[config.mk]
export PLATFORM = sky130hd
export DESIGN_NAME = bitwise_logic_unit
export DESIGN_NICKNAME = d
export VERILOG_FILES = /design/src/rtl/bitwise_logic_unit.sv
export SDC_FILE = /design/constraint.sdc
export NUM_CORES = 1
export LEC_CHECK = 0
export CAP_MARGIN = 15
export CORE_AREA = 2 2 69 71
export DETAILED_ROUTE_END_ITERATION = 7
export DIE_AREA = 0 0 71 73
export PLACE_DENSITY_LB_ADDON = 0.25
export REMOVE_ABC_BUFFERS = 1
export SLEW_MARGIN = 20
export SYNTH_ARGS = -nofsm -noshare
export SYNTH_HDL_FRONTEND = slang
export SYNTH_SLANG_ARGS = --single-unit
export TNS_END_PERCENT = 20
[constraint.sdc]
create_clock -name clk -period 2.7 [get_ports clk]
set_clock_uncertainty 0.05 [all_clocks]
set_input_delay 0.54 -clock clk [delete_from_list [all_inputs] [get_ports clk]]
set_output_delay 0.54 -clock clk [all_outputs]
set_load 0.02 [all_outputs]
[src/rtl/bitwise_logic_unit.sv]
// Registered bitwise logic unit with a valid/ready result stage and an
// XOR accumulator (op 111) that folds beats into one result per frame.
module bitwise_logic_unit #(
  parameter int WIDTH = 8
) (
  input  logic             clk,
  input  logic             rst_n,
  input  logic             in_valid,
  output logic             in_ready,
  input  logic [WIDTH-1:0] a,
  input  logic [WIDTH-1:0] b,
  input  logic [2:0]       op,
  input  logic             first,
  input  logic             last,
  input  logic             out_ready,
  output logic             out_valid,
  output logic [WIDTH-1:0] out,
  output logic             out_zero,
  output logic             out_parity,
  output logic             acc_busy
);

  typedef enum logic {
    ST_IDLE = 1'b0,
    ST_RUN  = 1'b1
  } acc_state_t;

  localparam logic [2:0] OP_AND  = 3'b000;
  localparam logic [2:0] OP_OR   = 3'b001;
  localparam logic [2:0] OP_XOR  = 3'b010;
  localparam logic [2:0] OP_XNOR = 3'b011;
  localparam logic [2:0] OP_NAND = 3'b100;
  localparam logic [2:0] OP_NOR  = 3'b101;
  localparam logic [2:0] OP_NOTA = 3'b110;
  localparam logic [2:0] OP_ACC  = 3'b111;

  acc_state_t       r_state;
  acc_state_t       w_state_nxt;
  logic [WIDTH-1:0] r_acc;
  logic [WIDTH-1:0] w_acc_nxt;
  logic [WIDTH-1:0] r_out;
  logic             r_out_valid;
  logic             r_out_zero;
  logic             r_out_parity;

  logic             w_accept;
  logic             w_load;
  logic             w_valid_nxt;
  logic [WIDTH-1:0] w_logic_res;
  logic [WIDTH-1:0] w_acc_base;
  logic [WIDTH-1:0] w_acc_new;
  logic [WIDTH-1:0] w_res;

  // Handshake: a beat moves on any edge where in_valid && in_ready; a result
  // moves on any edge where out_valid && out_ready. in_ready depends only on
  // the output stage, so a held result blocks input and a draining one frees
  // the slot in the same cycle.
  assign in_ready = !r_out_valid || out_ready;
  assign w_accept = in_valid && in_ready;

  always_comb begin
    w_logic_res = '0;
    unique case (op)
      OP_AND:  w_logic_res = a & b;
      OP_OR:   w_logic_res = a | b;
      OP_XOR:  w_logic_res = a ^ b;
      OP_XNOR: w_logic_res = ~(a ^ b);
      OP_NAND: w_logic_res = ~(a & b);
      OP_NOR:  w_logic_res = ~(a | b);
      OP_NOTA: w_logic_res = ~a;
      OP_ACC:  w_logic_res = '0;
      default: w_logic_res = '0;
    endcase
  end

  // A frame starts from zero when none is open or when first restarts it.
  assign w_acc_base = ((r_state == ST_IDLE) || first) ? '0 : r_acc;
  assign w_acc_new  = w_acc_base ^ a ^ b;

  always_comb begin
    w_state_nxt = r_state;
    w_acc_nxt   = r_acc;
    w_load      = 1'b0;
    w_res       = w_logic_res;
    if (w_accept) begin
      if (op == OP_ACC) begin
        if (last) begin
          w_load      = 1'b1;
          w_res       = w_acc_new;
          w_acc_nxt   = '0;
          w_state_nxt = ST_IDLE;
        end else begin
          w_acc_nxt   = w_acc_new;
          w_state_nxt = ST_RUN;
        end
      end else begin
        w_load = 1'b1;
      end
    end
    w_valid_nxt = w_load ? 1'b1 : (r_out_valid && !out_ready);
  end

  always_ff @(posedge clk or negedge rst_n) begin
    if (!rst_n) begin
      r_state <= ST_IDLE;
      r_acc   <= '0;
    end else begin
      r_state <= w_state_nxt;
      r_acc   <= w_acc_nxt;
    end
  end

  always_ff @(posedge clk or negedge rst_n) begin
    if (!rst_n) begin
      r_out_valid  <= 1'b0;
      r_out        <= '0;
      r_out_zero   <= 1'b0;
      r_out_parity <= 1'b0;
    end else begin
      r_out_valid <= w_valid_nxt;
      if (w_load) begin
        r_out        <= w_res;
        r_out_zero   <= ~|w_res;
        r_out_parity <= ^w_res;
      end
    end
  end

  assign out_valid  = r_out_valid;
  assign out        = r_out;
  assign out_zero   = r_out_zero;
  assign out_parity = r_out_parity;
  assign acc_busy   = (r_state == ST_RUN);

endmodule

# Word level (Yosys, flattened, before mapping)
# Index checks and enable logic that the tools add are counted.
[totals] regBits=20 word_cells=45
[classes] n_eq_ne=7 n_reduce_logical=11 mux=11 bitwise_logic=10
[ops] operator="8-bit case mux with 8 select lines" n=1
[ops] operator="8-bit 2-to-1 mux" n=5
[ops] operator="8-bit NOT" n=4
[ops] operator="8-bit bitwise XOR" n=3
[ops] operator="3-bit equality test, second input constant" n=4
[ops] operator="8-bit bitwise AND" n=1
[ops] operator="8-bit bitwise OR" n=1
[ops] operator="8-bit OR reduction" n=1
[ops] operator="8-bit XOR reduction" n=1
[ops] operator="3-bit by 2-bit equality test with 1-bit output, second input constant" n=2
[ops] operator="1-bit 2-to-1 mux" n=5
[ops] operator="3-bit by 1-bit equality test with 1-bit output, second input constant" n=1
[ops] operator="1-bit logical NOT" n=3
[ops] operator="3-bit logical NOT" n=1
[ops] operator="1-bit logical AND" n=2
[ops] operator="1-bit logical OR" n=2
[ops] operator="2-bit AND reduction" n=1
[ops] operator="1-bit NOT" n=1

# Depth between registers and ports, before layout
[depth] ltp_word=10 depth_mapped=10 depth_no_buf=10

# Worst setup path after synthesis
# Ideal clock, no wire load.
[synth_timing] path_kind="input port to flip-flop" startpoint="input op[0]" endpoint="register r_out_parity (netlist: out_parity)" cell_stages=10 required_ps=2522 arrival_time_ps=2187 path_slack_ps=336 cell_sequence="buf_2 > and3_1 > buf_2 > nand4_2 > buf_2 > o21a_1 > ha_1 > xnor2_1 > xnor2_1 > o21ai_0"
[synth_via] elab_chain_len=6
[synth_lines] element="from (decl)" line="12" rtl="input logic [2:0] op,"
[synth_lines] element="3-bit equality test (tied with other cells)" line="63, 86"
[synth_lines] element="8-bit case mux with 8 select lines" line="63" rtl="unique case (op)"
[synth_lines] element="8-bit 2-to-1 mux" line="87" rtl="if (last) begin"
[synth_lines] element="8-bit 2-to-1 mux" line="86" rtl="if (op == OP_ACC) begin"
[synth_lines] element="8-bit 2-to-1 mux" line="85" rtl="if (w_accept) begin"
[synth_lines] element="8-bit XOR reduction" line="124" rtl="r_out_parity <= ^w_res;"
[synth_lines] element="to (signal assigned)" line="124"
[synth_lines] element="to (decl)" line="44" rtl="logic r_out_parity;"
# Several ways; a longest one is shown, not always the timed one.
# A chain may end at the register's enable or synchronous reset.

# Worst setup path in the final report
[layout_timing] startpoint="input a[1]" endpoint="register r_out_parity (netlist: out_parity)"
[layout_via] elab_chain_len=7
[layout_lines] element="from (decl)" line="10" rtl="input logic [WIDTH-1:0] a,"
[layout_lines] element="8-bit bitwise OR (tied with other cells)" line="65, 69"
[layout_lines] element="8-bit NOT (on tied branches)" line="69, 67, 68"
[layout_lines] element="8-bit case mux with 8 select lines" line="63"
[layout_lines] element="8-bit 2-to-1 mux" line="87"
[layout_lines] element="8-bit 2-to-1 mux" line="86"
[layout_lines] element="8-bit 2-to-1 mux *" line="85"
[layout_lines] element="8-bit XOR reduction *" line="124"
# Mark *: on every way between the ends. The rest lies on a longest branch, timed or not.

==> flow_summary.ini <==
[global_routing]
antenna_found_initial = 0
grt_max_degree = 21
gr-total-overflow = 0
grt_use_total_pct = 18.8
grt_pass1_wl_mm = 7.94
grt_pass1_vias = 1776

[finish]
syn2layout_area_growth_pct = 48.7
final_area_mm2 = 0.00288
n_antenna_cell = 0
drive_gt1_share_pct = 24.8
nNetsFinal = 352

[routing]
drtPass1Iterations = 4
drtAntennaViolNets = 0
vias = 1883
finalWirelength_mm = 4.82
drtIter0Drc = 94
drc = 0
wire_per_inst_um = 13.4
vias_per_cell = 5.23

[cts]
cts_tree = yes
clk_latency_ns = 0.26
cts_max_path_buffers = 2
hold_buffers = 0
clock_sinks = 20
htreeDepth = 1
numCtsBuffers = 3
cts.reportedPaths.clkPinSlew_ns = 0.08
root_buffer = clkbuf_8

[synthesis]
syn_avg_cell_area_um2 = 8.69
yosys_warnings = 0
synth_edf_count = 0
syn_area_mm2 = 0.00194
synth_cells = 223
ys_seq_elements = 20
ys_seq_area_share_pct = 25.8
ys_async_sr_fraction_pct = 100
synth_cell_types = 49
synth_ff_type = dfrtp_1

[timing]
worst_pin_slew_ns = 0.407
min_period_ns = 2.61
whs_ns = 0.437
fmax_mhz = 383
maxSlewViolCount = 0
hold_viol = 0
setup_viol = 0
rsz0062_at_grt = no
fin_crit_sh_pct = 96.7
setup_tns_ns = 0
slew_headroom_pct = 72.8

[worst_hold_path]
hold_class = reg2reg

[floorplanning]
core_mm2 = 0.00454
die_height_um = 73
start_util_pct = 42.7
die_x_um = 71
num_rows = 25
dieArea_mm2 = 0.00518
io_pins = 38

[setup_path]
critPathLaunchType = input port
cp.depth = 11
reg2reg_depth = 9
cp_slowest_cell = clkdlybuf4s50_1
cp-startpoint = a[1]
crit_type = in2reg
worst-endpoint-required_ns = 2.80
critPathMaxFanout = 2
r2r-end = out_parity$_DFFE_PN0P_
cp.arrival_ns = 2.71
reg2reg_from = acc_busy$_DFFE_PN0P_
crit_end = out_parity$_DFFE_PN0P_
path_cells = clkdlybuf4s50_1 -> inv_1 -> ha_1 -> nor4bb_2 -> a31oi_1 -> o221a_2 -> o22a_1 -> ha_4 -> xnor2_2 -> xnor2_1 -> o21ai_1
end_kind = register
r2r_slack_ns = 0.61
path_buf_inv = 2
cpPeakStageDelay_ns = 0.47
critPathTopFamily = adder cells

[placed_design]
io_buffers = 37
dpl_cell_area_mm2 = 0.00273
gp_congestion = 0.787
dp_hpwl_mm = 3.83

[run]
drv_cap = 0

[power_and_ir_drop]
p_leak_nw = 1.33
powerDensity_mw_per_mm2 = 446
total_power_mw = 1.29
ir_drop_mv = 0.192

[status]
status = finished clean
-- per-stage QoR --
stage | util [%] | std cells | setup WS [ns]
6_report | 63.6 | 360 | 0.0886
5_1_grt | 63.6 | 360 | 0.00603
4_1_cts | 61.8 | 359 | 0.000179
3_5_place_dp | 60.2 | 355 | -0.300
3_3_place_gp | 60.2 | 355 | -0.244
2_1_floorplan | - | 211 | 0.272
-- tightest hold or removal path: stages (launching register included) --
cell and delay (ns):
dfrtp_1 0.35, nand2_1 0.05, o21ai_0 0.06
-- worst min path at each step --
stage                                end  cells past startpoint  slack, ns                 start
finish              out_zero$_DFFE_PN0P_                      2       0.44  out_zero$_DFFE_PN0P_
global route        r_acc[6]$_DFFE_PN0P_                      2       0.47  r_acc[6]$_DFFE_PN0P_
CTS                 r_acc[4]$_DFFE_PN0P_                      2       0.44  r_acc[4]$_DFFE_PN0P_
detailed placement  r_acc[4]$_DFFE_PN0P_                      2       0.42  r_acc[4]$_DFFE_PN0P_
global placement    out_zero$_DFFE_PN0P_                      2       0.41  out_zero$_DFFE_PN0P_
floorplan           acc_busy$_DFFE_PN0P_                      0       0.19                 rst_n
-- flip-flops by register name (all words and copies together), names as in the netlist --
name and cells:
out_parity 1, out 8, out_valid 1, acc_busy 1, out_zero 1, r_acc 8
-- routing by layer --
layer | routed length [µm] | global-route usage, % | vias up
li1 | - | - | 967
met1 | 2350 | 26.9 | 886
met2 | 2330 | 31.6 | 28
met3 | 106 | 0.552 | 2
met4 | 27 | 4.40 | 0
met5 | 0 | 0 | -
-- cell families (layout without fill, tap and decap cells) --
logic type	after synthesis	after routing	share of synthesized area [%]
AOI/OAI and AO/OA	58	58	22.1
xor gates and xnor gates	27	27	12.2
adders and majority gates	20	20	12.9
buffers and inverters	31	114	7.17
DFF	20	20	25.8
muxes	4	4	2.19
and+or+nand+nor	63	63	17.6
-- layout make-up --
cell class / instances / area, µm²
Inverter: 19 / 71.3
Tap cell: 54 / 67.6
Multi-Input combinational cell: 172 / 1370
Timing Repair Buffer: 91 / 800
Sequential cell: 20 / 500
Clock buffer: 3 / 41.3
Clock inverter: 1 / 30.0
Fill cell: 404 / 1650
-- power breakdown --
part | internal (mW) | switching, mW | leakage, nW
combinational | 0.320 | 0.270 | 1.04
sequential | 0.358 | 0.0380 | 0.254
clock | 0.198 | 0.102 | 0.0357
-- synthesized netlist by cell type (all sizes together) (2+ instances only) --
cell,n,area (µm²)
a221o,2,20.0
a21oi,7,35.0
nor2,10,37.5
nand3,3,20.0
nand4,3,25.0
xnor2,22,193
buf,11,63.8
xor2,5,43.8
inv,19,71.3
nor4bb,3,30.0
o21a,4,30.0
mux2i,2,20.0
mux2,2,22.5
a31o,2,17.5
o221a,2,22.5
o221ai,8,70.1
o211ai,6,45.0
a22o,3,26.3
o31ai,2,15.0
o21ai,10,50.1
dfrtp,20,500
nand3b,3,22.5
a211oi,2,15.0
and3,3,18.8
nor2b,3,18.8
a31oi,2,12.5
nand2b,5,31.3
nand2,24,90.1
ha,20,250
-- cell usage in the layout (no fill, tap or decap), types with 3 or more instances in the layout --
cell / Yosys / final
and3_1: 3 / 3
inv_1: 18 / 18
nand2_1: 24 / 24
buf_4: 1 / 52
clkbuf_8: 0 / 3
o21a_1: 4 / 4
a22o_1: 3 / 3
nor2b_1: 3 / 3
xnor2_1: 22 / 20
a21oi_1: 7 / 7
nand2b_1: 5 / 5
clkdlybuf4s50_1: 0 / 36
o211ai_1: 6 / 6
nor2_1: 10 / 10
ha_4: 0 / 3
nand3b_1: 3 / 3
ha_1: 20 / 17
dfrtp_1: 20 / 20
o221ai_1: 8 / 8
xor2_1: 5 / 5
o21ai_0: 10 / 7
-- repair_timing --
action | 4_1_cts | 5_1_grt
resized for setup | 1 | 12
pin swaps | 0 | 8
buffers inserted | 0 | 1
setup endpoints to repair | 1 | 1
gates cloned | 0 | 0
hold endpoints to repair | 0 | 0
No activity file was read; power rests on OpenSTA's default activity.
